===== src/rtl/arc4_sequencer.sv =====
// ARC4 pass controller: sequences init -> ksa -> prga over the rdy/en handshake,
// owns the S-memory port mux, and adds abort plus a per-phase watchdog.
module arc4_sequencer #(
    parameter int unsigned TIMEOUT_CYCLES = 4096
) (
    input  logic       clk_i,
    input  logic       rst_i,
    input  logic       en_i,
    output logic       rdy_o,
    input  logic       abort_i,
    output logic       done_o,
    output logic       err_o,
    output logic [2:0] phase_o,

    output logic       init_en_o,
    output logic       ksa_en_o,
    output logic       prga_en_o,
    input  logic       init_rdy_i,
    input  logic       ksa_rdy_i,
    input  logic       prga_rdy_i,

    input  logic [7:0] init_addr_i,
    input  logic [7:0] init_wrdata_i,
    input  logic       init_wren_i,
    input  logic [7:0] ksa_addr_i,
    input  logic [7:0] ksa_wrdata_i,
    input  logic       ksa_wren_i,
    input  logic [7:0] prga_addr_i,
    input  logic [7:0] prga_wrdata_i,
    input  logic       prga_wren_i,

    output logic [7:0] s_addr_o,
    output logic [7:0] s_wrdata_o,
    output logic       s_wren_o
);

    localparam int unsigned CNT_W = (TIMEOUT_CYCLES < 2) ? 1 : $clog2(TIMEOUT_CYCLES + 1);
    localparam logic [CNT_W-1:0] CNT_MAX = '1;
    localparam logic [CNT_W-1:0] CNT_LIMIT = CNT_W'(TIMEOUT_CYCLES);
    localparam bit WDOG_ON = (TIMEOUT_CYCLES != 0);

    typedef enum logic [2:0] {
        ST_IDLE      = 3'd0,
        ST_INIT_REQ  = 3'd1,
        ST_INIT_BUSY = 3'd2,
        ST_KSA_REQ   = 3'd3,
        ST_KSA_BUSY  = 3'd4,
        ST_PRGA_REQ  = 3'd5,
        ST_PRGA_BUSY = 3'd6,
        ST_ERROR     = 3'd7
    } state_e;

    state_e           state_q, state_d;
    logic [CNT_W-1:0] cnt_q, cnt_d;
    logic             rdy_q, rdy_d;
    logic             done_q, done_d;
    logic             err_q, err_d;
    logic             init_en_q, init_en_d;
    logic             ksa_en_q, ksa_en_d;
    logic             prga_en_q, prga_en_d;

    logic             busy_rdy;
    logic             first_busy;
    logic             timeout_hit;
    logic [CNT_W-1:0] cnt_inc;

    // Ready of whichever sub-block owns the current BUSY phase.
    always_comb begin
        busy_rdy = 1'b0;
        case (state_q)
            ST_INIT_BUSY: busy_rdy = init_rdy_i;
            ST_KSA_BUSY:  busy_rdy = ksa_rdy_i;
            ST_PRGA_BUSY: busy_rdy = prga_rdy_i;
            default:      busy_rdy = 1'b0;
        endcase
    end

    // The counter is cleared on BUSY entry and only grows, so zero marks the first BUSY cycle.
    assign first_busy  = (cnt_q == '0);
    assign timeout_hit = WDOG_ON && (cnt_q == CNT_LIMIT);
    assign cnt_inc     = (cnt_q == CNT_MAX) ? cnt_q : cnt_q + CNT_W'(1);

    always_comb begin
        state_d   = state_q;
        cnt_d     = cnt_q;
        err_d     = err_q;
        done_d    = 1'b0;
        init_en_d = 1'b0;
        ksa_en_d  = 1'b0;
        prga_en_d = 1'b0;

        case (state_q)
            ST_IDLE: begin
                if (en_i) begin
                    state_d = ST_INIT_REQ;
                end
            end
            ST_INIT_REQ: begin
                if (init_rdy_i) begin
                    state_d   = ST_INIT_BUSY;
                    init_en_d = 1'b1;
                    cnt_d     = '0;
                end
            end
            ST_KSA_REQ: begin
                if (ksa_rdy_i) begin
                    state_d  = ST_KSA_BUSY;
                    ksa_en_d = 1'b1;
                    cnt_d    = '0;
                end
            end
            ST_PRGA_REQ: begin
                if (prga_rdy_i) begin
                    state_d   = ST_PRGA_BUSY;
                    prga_en_d = 1'b1;
                    cnt_d     = '0;
                end
            end
            ST_INIT_BUSY, ST_KSA_BUSY, ST_PRGA_BUSY: begin
                if (!first_busy && busy_rdy) begin
                    case (state_q)
                        ST_INIT_BUSY: state_d = ST_KSA_REQ;
                        ST_KSA_BUSY:  state_d = ST_PRGA_REQ;
                        default: begin
                            state_d = ST_IDLE;
                            done_d  = 1'b1;
                        end
                    endcase
                end else if (timeout_hit && !busy_rdy) begin
                    state_d = ST_ERROR;
                    err_d   = 1'b1;
                end else begin
                    cnt_d = cnt_inc;
                end
            end
            ST_ERROR: begin
                if (en_i) begin
                    state_d = ST_INIT_REQ;
                    err_d   = 1'b0;
                end
            end
            default: state_d = ST_IDLE;
        endcase

        // Abort wins over start and completion; err stays as it was.
        if (abort_i) begin
            state_d   = ST_IDLE;
            cnt_d     = cnt_q;
            err_d     = err_q;
            done_d    = 1'b0;
            init_en_d = 1'b0;
            ksa_en_d  = 1'b0;
            prga_en_d = 1'b0;
        end
    end

    assign rdy_d = (state_d == ST_IDLE) || (state_d == ST_ERROR);

    always_ff @(posedge clk_i or posedge rst_i) begin
        if (rst_i) begin
            state_q   <= ST_IDLE;
            cnt_q     <= '0;
            rdy_q     <= 1'b1;
            done_q    <= 1'b0;
            err_q     <= 1'b0;
            init_en_q <= 1'b0;
            ksa_en_q  <= 1'b0;
            prga_en_q <= 1'b0;
        end else begin
            state_q   <= state_d;
            cnt_q     <= cnt_d;
            rdy_q     <= rdy_d;
            done_q    <= done_d;
            err_q     <= err_d;
            init_en_q <= init_en_d;
            ksa_en_q  <= ksa_en_d;
            prga_en_q <= prga_en_d;
        end
    end

    // S-memory port follows the state register, so reset silences it immediately.
    always_comb begin
        s_addr_o   = 8'h00;
        s_wrdata_o = 8'h00;
        s_wren_o   = 1'b0;
        case (state_q)
            ST_INIT_REQ, ST_INIT_BUSY: begin
                s_addr_o   = init_addr_i;
                s_wrdata_o = init_wrdata_i;
                s_wren_o   = init_wren_i;
            end
            ST_KSA_REQ, ST_KSA_BUSY: begin
                s_addr_o   = ksa_addr_i;
                s_wrdata_o = ksa_wrdata_i;
                s_wren_o   = ksa_wren_i;
            end
            ST_PRGA_REQ, ST_PRGA_BUSY: begin
                s_addr_o   = prga_addr_i;
                s_wrdata_o = prga_wrdata_i;
                s_wren_o   = prga_wren_i;
            end
            default: begin
                s_addr_o   = 8'h00;
                s_wrdata_o = 8'h00;
                s_wren_o   = 1'b0;
            end
        endcase
    end

    assign rdy_o     = rdy_q;
    assign done_o    = done_q;
    assign err_o     = err_q;
    assign phase_o   = state_q;
    assign init_en_o = init_en_q;
    assign ksa_en_o  = ksa_en_q;
    assign prga_en_o = prga_en_q;

endmodule


===== config.mk =====
export PLATFORM = sky130hd
export DESIGN_NAME = arc4_sequencer
export DESIGN_NICKNAME = d
export VERILOG_FILES = /design/src/rtl/arc4_sequencer.sv
export SDC_FILE = /design/constraint.sdc
export NUM_CORES = 1
export LEC_CHECK = 0
export CORE_UTILIZATION = 31
export DETAILED_ROUTE_END_ITERATION = 6
export DONT_BUFFER_PORTS = 1
export PLACE_DENSITY_LB_ADDON = 0.1
export SLEW_MARGIN = 20
export SYNTH_ARGS = -nofsm -noshare
export SYNTH_HDL_FRONTEND = slang
export SYNTH_SLANG_ARGS = --single-unit

===== constraint.sdc =====
create_clock -name clk_i -period 2.4 [get_ports clk_i]
set_input_delay 0.36 -clock clk_i [delete_from_list [all_inputs] [get_ports clk_i]]
set_output_delay 0.36 -clock clk_i [all_outputs]
set_load 0.005 [all_outputs]

==> results.txt <==
outcome - complete, but fails checks
failing checks - hold timing
CTS tree - yes
post-synth cell types - 46
# hold bufs at CTS - 0
reg2reg path depth - 8
YS warnings - 0
Pint - 1180 µW
clk sinks - 22
FP Rows - 27
Switch Pwr - 1045 µW
final setup fails - 0
total CTS buffers - 3
total wire length - 4.841 mm
largest net degree at the start of global routing - 25
total power - 2226 µW
RSZ-0062 raised after global routing - false
clock share of power - 16.5%
Die Height - 78.56 µm
CP startpoint - cnt_q[0]
Tmin final - 2.177 ns
Clock Latency Late Sink - 0.28 ns
Via Count - 1678
VDD IR max - 352.6 µV
switch share - 46.96%
Worst EP required - 2.59 ns
diode count - 0
Final Wtd Congestion - 0.7851
pwr/cell area - 1112 mW/mm²
Root Driver - clkbuf_8
flops & latches, synth - 22
arrival time at the worst endpoint - 2.36 ns
critical path endpoint - cnt_q[10]
IO buf count - 0
antenna-violating nets left - 0
Layout area overhead - 10.12%
Comb power frac - 60.6%
placed instance area - 0.001919 mm²
Mapped Nets - 286
DRC viols - 0
Starting DRT DRC Count - 143
first-pass GRT wire length - 7.576 mm
initial antenna violation count - 0
Hold WC Path Type - input pin to async pin
CTS max path bufs - 2
Reg2Reg Setup Slack - 0.22 ns
vias per inst - 5.593
Relative slew margins - 56.33%
critical-path maximum fanout - 9
EDFF count, synth - 0
pre-CTS setup slack - 0.1213 ns
mapped cell area - 0.001817 mm²
CTS H-tree depth - 1
Slew Limit Fails - 0
post-CTS setup buffer count - 0
Cells after Synth - 226
setup_tns - 0 ns
Top Ports - 84
critical path class - flop to flop
Avg Inst Size Synth - 8.039 µm²
Leakage - 0.0008169 µW
Cell Chain, Critical Path - inv_1 -> ha_1 -> nor4b_2 -> and4_1 -> or3_4 -> nand3_2 -> or2_4 -> o41ai_2
Clock transition at path regs - 0.09 ns
Die X - 78.56 µm
grt total ovfl - 0
worst r2r src - cnt_q[0]
FMAX - 459.4 MHz
hold slack - -0.001553 ns
Tcrit/Tclk final - 90.70%
Top Family by Delay on Critical Path - simple AND/OR/NAND/NOR gates
Hold Violations, Final - 6
Clock Skews - 0.006940 ns
slowest stage delay, CP - 0.43 ns
PnR worst setup slack - 0.2232 ns
Reg power frac - 22.9%
reg2reg end - cnt_q[10]
final-stage net count - 289
crit path capture type - flop
layout cells sized above 1 - 12.28%
sequential share of the synthesized area - 30.37%
Crit path depth - 8
async set-reset flop share out of synthesis - 100.0%
Top FF cell, synth - dfrtp_1
Tightest Pin Transition - 0.6519 ns
WL/cell - 16.14 µm
drt pass-1 iters - 4
Post-DP HPWL - 3.605 mm
Design Area, Final - 0.002001 mm²
vias in the first global route - 1522
maxcap violations - 0
CP Buf/Inv Count - 1
Initial Utilization - 32.59%
slowest cell on the critical path - dfrtp_1
GR Util All Layers - 15.92%
die area - 0.006171 mm²
Critical Path Source Type - flop
area of the core - 0.005574 mm²
==> worst min-delay path by stage <==
stage                      from        to  slack, ns  depth (start not counted)
after global placement    rst_i     err_o       0.34                          1
after floorplan           rst_i  cnt_q[0]       0.35                          1
final                     rst_i  cnt_q[3]     -0.002                          1
after CTS                 rst_i  cnt_q[3]       0.03                          1
after detailed placement  rst_i     err_o       0.34                          1
after global routing      rst_i  cnt_q[3]       0.06                          1
==> flip-flops by register name (all words and copies together), names as in the netlist <==
signal     flops
cnt_q         13
phase_o        3
done_o         1
err_o          1
init_en_o      1
ksa_en_o       1
prga_en_o      1
rdy_o          1
==> cell families after synthesis <==
| kind of cell | count (synthesis) | share of synthesized area (%) |
|---|---|---|
| and+or+nand+nor | 87 | 24.59 |
| AOI/OAI and AO/OA | 71 | 26.10 |
| buffers and inverters | 24 | 6.336 |
| DFF | 22 | 30.37 |
| muxes | 19 | 10.74 |
| adders and majority gates | 2 | 1.377 |
| xor gates and xnor gates | 1 | 0.4822 |
==> power by group through the flow <==
stage	Clock, µW	Combinational (µW)	Sequential, µW
4_1_cts	374	1340	512
5_1_grt	393	1480	526
6_report	366	1350	510
3_5_place_dp	0	1320	518
2_1_floorplan	0	1060	489
3_3_place_gp	0	1340	518
==> layout make-up <==
type	instances	area, µm²
tap	72	90.09
clock inverter	1	30.03
fill	595	3573
inverter	10	37.54
multi-input combinational	180	1160
timing repair buffer	12	90.09
clock buffer	3	41.29
sequential	22	551.8
==> layout by cell type, fill, tap and decap left out, drive strengths merged, types with 3 or more instances in the layout <==
master,netlist,routed
o21ai,38,38
nand2,32,32
dfrtp,21,21
mux2i,18,18
nand3,14,14
buf,8,12
inv,10,10
nor2,9,9
and3,8,8
o31ai,7,7
a21oi,7,7
nor4,6,6
a31oi,5,5
nor2b,4,4
nand2b,4,4
clkbuf,6,3
==> metal layers <==
| metal | GRT usage, % | wire length [µm] |
|---|---|---|
| met4 | 6.852 | 99 |
| met5 | 0 | 0 |
| met1 | 20.82 | 2191 |
| met2 | 26.00 | 2279 |
| met3 | 2.093 | 272 |
==> cell usage after synthesis (4+ instances only) <==
cell type,number,area share [%]
a21oi_1,7,1.9
a31oi_1,5,1.7
and3_1,8,2.8
buf_2,4,1.1
clkbuf_1,5,1.0
dfrtp_1,21,29
inv_1,10,2.1
mux2i_1,18,9.9
nand2_1,32,6.6
nand2b_1,4,1.4
nand3_1,13,3.6
nor2_1,9,1.9
nor2b_1,4,1.4
nor4_1,6,2.1
o21ai_0,37,10
o31ai_1,7,2.9
==> worst register-to-register path: stages (launching register included) <==
cell and delay [ns]:
dfrtp_1 0.43, inv_1 0.07, ha_1 0.14, nor4b_2 0.31, and4_1 0.30, or3_4 0.16
nand3_2 0.06, or2_4 0.30, o41ai_2 0.32
==> what timing repair did <==
| item | in CTS | in global routing |
|---|---|---|
| cloned | 0 | 0 |
| resized for setup | 1 | 1 |
| endpoints found under the hold margin | 0 | 0 |
| setup endpoints to repair | 17 | 1 |
==> metrics by stage <==
step           cells  utilization (%)
5_1_grt          300            35.89
4_1_cts          300            35.85
3_5_place_dp     296            34.43
3_3_place_gp     296            34.43
2_1_floorplan    226                -
6_report         300            35.89
Power figures use the tool's default switching activity.
